### config.mk
export PLATFORM = sky130hd
export DESIGN_NAME = rs_seq
export DESIGN_NICKNAME = d
export VERILOG_FILES = /design/src/rtl/rs_seq.sv
export SDC_FILE = /design/constraint.sdc
export NUM_CORES = 1
export LEC_CHECK = 0
export CAP_MARGIN = 20
export CORE_ASPECT_RATIO = 0.7
export CORE_MARGIN = 2
export CORE_UTILIZATION = 46
export DETAILED_ROUTE_END_ITERATION = 16
export GPL_TIMING_DRIVEN = 0
export PLACE_DENSITY = 0.75
export SYNTH_ARGS = -nofsm -noshare
export SYNTH_HDL_FRONTEND = slang
export SYNTH_SLANG_ARGS = --single-unit
export TNS_END_PERCENT = 1
### constraint.sdc
create_clock -name clk -period 1.5 [get_ports clk]
set_input_delay 0.3 -clock clk [delete_from_list [all_inputs] [get_ports clk]]
set_output_delay 0.3 -clock clk [all_outputs]
set_load 0.01 [all_outputs]
### src/rtl/rs_seq.sv
`default_nettype none
// ============================================================================
// Module      : rs_seq
// Description : Iterative 8-bit right shifter (logical / arithmetic / rotate).
//               A start pulse captures operand, amount and mode; the data is
//               shifted one bit per clock and the result is reported in a
//               registered output together with a one-cycle done pulse.
// Revision    : 1.0 - initial release
// ============================================================================
module rs_seq (
    input  logic       clk,
    input  logic       rst,
    input  logic       start,
    input  logic [7:0] I,
    input  logic [2:0] S,
    input  logic [1:0] M,
    output logic [7:0] O,
    output logic       busy,
    output logic       done
);

    localparam logic [1:0] C_MODE_LOGICAL = 2'b00;
    localparam logic [1:0] C_MODE_ARITH   = 2'b01;
    localparam logic [1:0] C_MODE_ROTATE  = 2'b10;

    typedef enum logic [1:0] {
        ST_IDLE  = 2'd0,
        ST_SHIFT = 2'd1,
        ST_DONE  = 2'd2
    } state_t;

    state_t     r_state;
    state_t     w_state_nxt;
    logic [7:0] r_data;
    logic [2:0] r_cnt;
    logic [1:0] r_mode;
    logic [7:0] r_result;
    logic       w_fill;
    logic [7:0] w_shifted;

    // Fill bit entering data[7]; mode 11 falls through to logical.
    always_comb begin
        w_fill = 1'b0;
        case (r_mode)
            C_MODE_LOGICAL: w_fill = 1'b0;
            C_MODE_ARITH:   w_fill = r_data[7];
            C_MODE_ROTATE:  w_fill = r_data[0];
            default:        w_fill = 1'b0;
        endcase
        w_shifted = {w_fill, r_data[7:1]};
    end

    // Next-state decode: S==0 skips straight to DONE, last shift enters DONE.
    always_comb begin
        w_state_nxt = r_state;
        case (r_state)
            ST_IDLE: begin
                if (start) begin
                    w_state_nxt = (S == 3'd0) ? ST_DONE : ST_SHIFT;
                end
            end
            ST_SHIFT: begin
                if (r_cnt == 3'd1) begin
                    w_state_nxt = ST_DONE;
                end
            end
            ST_DONE: w_state_nxt = ST_IDLE;
            default: w_state_nxt = ST_IDLE;
        endcase
    end

    // State register; reset abandons any operation in flight.
    always_ff @(posedge clk or posedge rst) begin
        if (rst) begin
            r_state <= ST_IDLE;
        end else begin
            r_state <= w_state_nxt;
        end
    end

    // Datapath: capture on accept, shift while in SHIFT, load result on finish.
    always_ff @(posedge clk or posedge rst) begin
        if (rst) begin
            r_data   <= 8'h00;
            r_cnt    <= 3'd0;
            r_mode   <= 2'b00;
            r_result <= 8'h00;
        end else begin
            case (r_state)
                ST_IDLE: begin
                    if (start) begin
                        r_data <= I;
                        r_cnt  <= S;
                        r_mode <= M;
                        if (S == 3'd0) begin
                            r_result <= I;
                        end
                    end
                end
                ST_SHIFT: begin
                    r_data <= w_shifted;
                    r_cnt  <= r_cnt - 3'd1;
                    if (r_cnt == 3'd1) begin
                        r_result <= w_shifted;
                    end
                end
                default: begin
                end
            endcase
        end
    end

    assign O    = r_result;
    assign busy = (r_state != ST_IDLE);
    assign done = (r_state == ST_DONE);

endmodule
`default_nettype wire

==> metrics.cfg <==
[timing]
fin_crit_sh_pct = 109.9
tightest_slew_ns = 0.8917
fin_ws_ns = -0.1478
rsz0062_at_grt = true
slew-limit-headroom_pct = 40.49
period_minus_slack_ns = 1.648
max_freq_ghz = 0.6069
setup_viol = 9
hold_viol = 0
skew_ns = 0.008127
drv_slew = 0

[synthesis]
ys.flop_type = dfrtp_1
synthAdderAreaFrac_pct = 3.714
ys_warn_count = 0
synthSimpleGateAreaFrac_pct = 12.81
ys_types = 32
syn-cell-area_um2 = 1348
yosys.cell_count.top_type = dfrtp_1
synthArstFlopShare_pct = 100.0
synth_compound_area_share_pct = 16.62
synth-edff-count = 0
synthMuxAreaShare_pct = 16.71
synth_nets = 140
synth_xor_area_share_pct = 0
synth_top_cell_by_area = dfrtp_1
seq_area_frac_synth_pct = 42.71
avgSynthCellArea_um2 = 11.23
synth_top_family_by_area = multiplexers
synthTopCellsByCount = dfrtp_1 (23), mux2_4 (15), o21ai_0 (12)
ys_ff_latch = 23
yosys.area.top_type_share_pct = 42.71
synth_cells = 120
ys_top_cells_by_area = dfrtp_1 (43%), mux2_4 (17%), o21ai_0 (4.5%), ha_1 (3.7%), nand2_1 (3.1%)

[clock_tree]
tritoncts.num_buffers = 3
clkLatencyLatePin_ns = 0.27
cts_root_buffer = clkbuf_8
cts_max_path_buffers = 2
tritoncts = built
cts_max_level = 1
clk_pin_slew_ns = 0.09
clock_sinks = 23

[finish]
final_util_pct = 66.23
drive_gt1_share_pct = 29.75
diodes = 0
fin_nets = 179
syn2layout_area_growth_pct = 36.77

[placement]
dp_hpwl_mm = 2.199
place_ws_ns = -0.5412
portBuffers = 25
gp_congestion = 0.7803

[status]
violations = setup timing
status = complete, but fails checks

[detailed_routing]
drtIter0Drc = 80
vias = 1053
wl_per_cell_um = 17.19
dr.pass1.iters = 4
drc_errors = 0
drt-total-wl_mm = 3.335
ant_nets = 0
drt-vias-per-instance = 5.428

[die]
start_util_pct = 48.43
die_area_um2 = 3385
die_x_um = 68.69
coreArea_um2 = 2783
rows = 16
die_h_um = 49.29
top_level_ports = 26

[critical_path]
cp.arrival_ns = 1.81
critPathRequiredTime_ns = 1.67
worstPathMaxFanout = 4
startpoint_type = flip-flop
endpoint_kind = flip-flop
path_class = flip-flop to flip-flop
startpoint = r_cnt[1]
reg2reg_from = r_cnt[1]

[min_path]
hold_class = input pin to flip-flop
worstHoldStart = S[2]

[grt]
grt_antenna_before_repair = 0
grt_pass1_wl_mm = 5.306
grt_max_degree = 24
first_global_vias = 1069
grt.overflow.total = 0
grt_usage_pct = 21.29

[power]
powerDensity_nw_per_um2 = 2081
peakVddDrop_mv = 1.129
p_leak_nw = 0.8942

[job]
maxCapViolCount = 0

## sequential cells by signal, summed over array words and instances, names as in the netlist
| register | flops |
|---|---|
| O | 8 |
| r_data | 8 |
| r_cnt | 3 |
| r_mode | 2 |
| r_state | 2 |
## report_power, final
group	internal, mW	switching (mW)
logic	1.31	0.976
registers	0.925	0.226
clock network	0.186	0.216
## placed cells by master, fill, tap and decap left out, types with 2 or more instances in the layout
cell type        synthesis  routed
dfrtp_1                 23      22
mux2_4                  15      15
clkdlybuf4s50_1          0      13
o21ai_0                 12      12
nand2_1                 11      11
dlymetal6s2s_1           0       8
inv_1                    9       6
a31oi_1                  6       6
buf_4                    0       6
buf_6                    3       5
a21oi_1                  5       5
and2_1                   5       5
nor2b_1                  3       3
a22oi_1                  3       3
ha_1                     4       3
clkbuf_8                 0       3
clkbuf_2                 0       2
dlygate4sd2_1            0       2
## per-stage QoR
stage / instance area (um2) / setup TNS [ns] / power, mW / hold WS (ns) / std cells
2_1_floorplan: 1363 / 0 / 2.534 / 0.3019 / 120
3_3_place_gp: 1658 / -8.730 / 3.054 / 0.4841 / 181
3_5_place_dp: 1658 / -9.625 / 3.155 / 0.4928 / 181
4_1_cts: 1769 / -1.045 / 3.716 / 0.5133 / 191
5_1_grt: 1843 / -1.453 / 4.101 / 0.5238 / 194
6_report: 1843 / -1.124 / 3.835 / 0.5032 / 194
## kinds of logic after synthesis
logic type               Yosys count
AO/OA/AOI/OAI                     34
adder cells (fa/ha/maj)            4
buffers and inverters             16
flip-flops                        23
multiplexers                      15
AND/OR/NAND/NOR                   28
## critical path: stages (launching register included)
cell and delay [ns]:
dfrtp_1 0.38, inv_2 0.09, ha_4 0.13, nor4bb_4 0.31
o2bb2a_4 0.20, clkbuf_16 0.15, mux2_4 0.29
## layout make-up
type,count,area [um2]
Sequential cell,23,576.8
Clock buffer,3,41.29
Clock inverter,1,5.005
Multi-Input combinational cell,81,706.9
Fill cell,209,939.7
Buffer,7,77.57
Timing Repair Buffer,34,350.3
Inverter,9,40.04
Tap cell,36,45.04
## final timing paths
kind	endpoint	cells after the start	slack (ns)
max	O[5]	6	-0.15
min	r_cnt[2]	4	0.50
max reg2reg	O[5]	6	-0.15
min reg2reg	r_data[2]	2	0.51
max in group asynchronous	r_state[0]	2	0.38
min in group asynchronous	O[7]	2	0.51
## routing by layer
| layer | GRT usage, % | vias up | routed length [um] |
|---|---|---|---|
| li1 | - | 502 | - |
| met1 | 29.34 | 518 | 1502 |
| met2 | 33.81 | 29 | 1609 |
| met3 | 5.543 | 4 | 201 |
| met4 | 3.922 | 0 | 21 |
| met5 | 0 | - | 0 |
## what timing repair did
item,4_1_cts,5_1_grt
cloned,0,1
setup buffers,6,2
hold endpoints to repair,0,0
pin swaps,1,3
gates resized for setup,18,14
setup endpoints to repair,19,17
hold buffers,0,0
(Power assumes the default switching activity.)
==> edit (same settings) <==
Register the input `I` before use, without a reset. The logic sees it one clock later. The other inputs are not delayed to match.
--- a/src/rtl/rs_seq.sv
+++ b/src/rtl/rs_seq.sv
@@ -28,6 +28,12 @@
         ST_SHIFT = 2'd1,
         ST_DONE  = 2'd2
     } state_t;
+
+    logic [7:0] I_q;
+
+    always_ff @(posedge clk) begin
+        I_q <= I;
+    end
 
     state_t     r_state;
     state_t     w_state_nxt;
@@ -89,11 +95,11 @@
             case (r_state)
                 ST_IDLE: begin
                     if (start) begin
-                        r_data <= I;
+                        r_data <= I_q;
                         r_cnt  <= S;
                         r_mode <= M;
                         if (S == 3'd0) begin
-                            r_result <= I;
+                            r_result <= I_q;
                         end
                     end
                 end
Function: changed (a bounded check fails within 4 cycles, from zero or initial values and one cycle with rst high).
==> edit against the unedited design <==
Count of clock-buffer cells in the layout is 5 higher; largest power group unchanged; sequential power is 19% higher; via count is 7.1% higher; die area is 6.7% higher; synthesized area is 7.2% higher; sequential cell count is 8 higher; first-iteration DRC count is 6.3% higher; critical endpoint is now O[4]; the run still ends with negative setup slack left; worst setup slack worse by 0.088 ns; wire length is 0.75% higher; total power is 9.9% higher; cell area is 9.0% higher.
==> edit: results (changes against the unedited design) <==
[place]
place_area_mm2 = 0.00174  ; was 0.00166 mm2
port_buffers = 25  ; unchanged
dp_hpwl_mm = 2.14  ; was 2.20 mm
gp_congestion = 0.804  ; was 0.780
post-place-ws_ns = -0.639  ; was -0.541 ns

[clock_tree]
cts_buffers = 5  ; was 3
clk_path_buf_depth = 2  ; unchanged
h-tree-depth = 2  ; was 1
root_buffer = clkbuf_8  ; unchanged
clk_pin_slew_worst_paths_ns = 0.07  ; was 0.09 ns
clock_latency_ns = 0.29  ; was 0.27 ns

[power_and_ir_drop]
power_leakage_nw = 0.945  ; was 0.894 nW
ir_drop_v = 0.000903  ; was 0.00113 V
switching_share_pct = 34.0  ; was 37.0%

[detailed_routing]
vias_per_cell = 5.64  ; was 5.43
drt-initial-drc-count = 85  ; was 80
wl_per_cell_um = 16.8  ; was 17.2 um
first_pass_iters = 4  ; unchanged

[synth]
async_flop_share_pct = 74.2  ; was 100%
synthTopCellsByArea = dfrtp_1, dfxtp_1, mux2_4  ; was dfrtp_1, mux2_4, o21ai_0
synthesis.nets = 145  ; was 140
synth.cells.most_frequent = dfrtp_1, o21ai_0, a21oi_1, inv_1, mux2_2  ; was dfrtp_1, mux2_4, o21ai_0, nand2_1, inv_1
synth_cell_types = 33  ; was 32
seq_area_frac_synth_pct = 50.9  ; was 42.7%
yosys_warnings = 0  ; unchanged

[layout]
n_antenna_cell = 0  ; unchanged
drive_gt1_share_pct = 28.0  ; was 29.7%
fin_nets = 183  ; was 179

[global_routing]
grt_use_total_pct = 21.0  ; was 21.3%
antenna_found_initial = 0  ; unchanged
grt_max_degree = 24  ; unchanged
grt_pass1_vias = 1162  ; was 1069
grt_pass1_wl_mm = 5.58  ; was 5.31 mm

[setup_path]
arrival_ns = 1.91  ; was 1.81 ns
worstPathMaxFanout = 9  ; was 4

[timing]
skew_ns = 0.00256  ; was 0.00813 ns
setup_viol_count_final = 12  ; was 9
fin_tns_setup_ns = -2.07  ; was -1.12 ns
worstMarginPinSlew_ns = 0.898  ; was 0.892 ns
final.setup.worst_slack_ns = -0.236  ; was -0.148 ns

[status]
outcome = complete, but fails checks  ; unchanged
violations = negative setup slack  ; unchanged

[hold_path]
hold_class = in2reg  ; unchanged

==> edit: worst paths after layout <==
kind                            start      to  slack (ns)  cells after the start
setup reg to reg           r_state[0]    O[4]       -0.24                      5
hold reg to reg                  O[7]    O[7]        0.51                      1
hold / removal                   I[7]  I_q[7]        0.45                      1
max in group asynchronous         rst    O[0]        0.44                      2
min in group asynchronous         rst    O[4]        0.51                      2
setup / recovery           r_state[0]    O[4]       -0.24                      5
==> edit: logic make-up (layout without fill, tap and decap cells) <==
| logic type | Yosys count | after routing | share of synthesized area, % |
|---|---|---|---|
| flops | 31 | 31 | 50.9 |
| buf+inv | 15 | 54 | 3.98 |
| compound gates | 34 | 34 | 15.7 |
| simple gates | 24 | 24 | 10.6 |
| fa+ha+maj | 4 | 4 | 3.46 |
| mux | 17 | 17 | 15.3 |
==> edit: power by group through the flow <==
| stage | clock network, mW | logic [mW] | registers, mW |
|---|---|---|---|
| detailed placement | 0 | 1.73 | 1.38 |
| global route | 0.786 | 2.29 | 1.41 |
| CTS | 0.739 | 2.04 | 1.35 |
| floorplan | 0 | 1.14 | 1.37 |
| global placement | 0 | 1.67 | 1.36 |
| finish | 0.734 | 2.11 | 1.37 |
==> edit: timing repair <==
| action | 4_1_cts | 5_1_grt |
|---|---|---|
| setup buffers | 6 | 0 |
| pin swaps | 1 | 0 |
| setup endpoints to repair | 13 | 23 |
| resized for setup | 25 | 14 |
==> edit: layer usage <==
metal  global-route usage [%]  wire (um)  share of wire, %  vias up
met3                     8.48        224               6.7        6
li1                         -          -                 -      514
met1                     26.0       1490                44      569
met2                     34.1       1600                48       39
met4                     6.29         48               1.4        0
met5                        0          0                 0        -
==> edit: cell type report <==
type	instances	area, um2
timing repair buffer	31	332
clock buffer	8	100
multi-input combinational	79	679
buffer	6	83.8
fill	213	873
sequential	31	736
tap	36	45.0
inverter	9	33.8
==> edit: per-stage QoR <==
stage                     utilization (%)  instances
final                                69.7        200
after global routing                 69.7        200
after CTS                            67.8        200
after detailed placement             60.4        186
after global placement               60.4        186
after floorplan                         -        125
==> edit: critical path: stages (launching register included) <==
cell and delay, ns:
dfrtp_1 0.42, buf_6 0.15, or3b_4 0.39, a22oi_4 0.18, buf_12 0.16, mux2_4 0.30
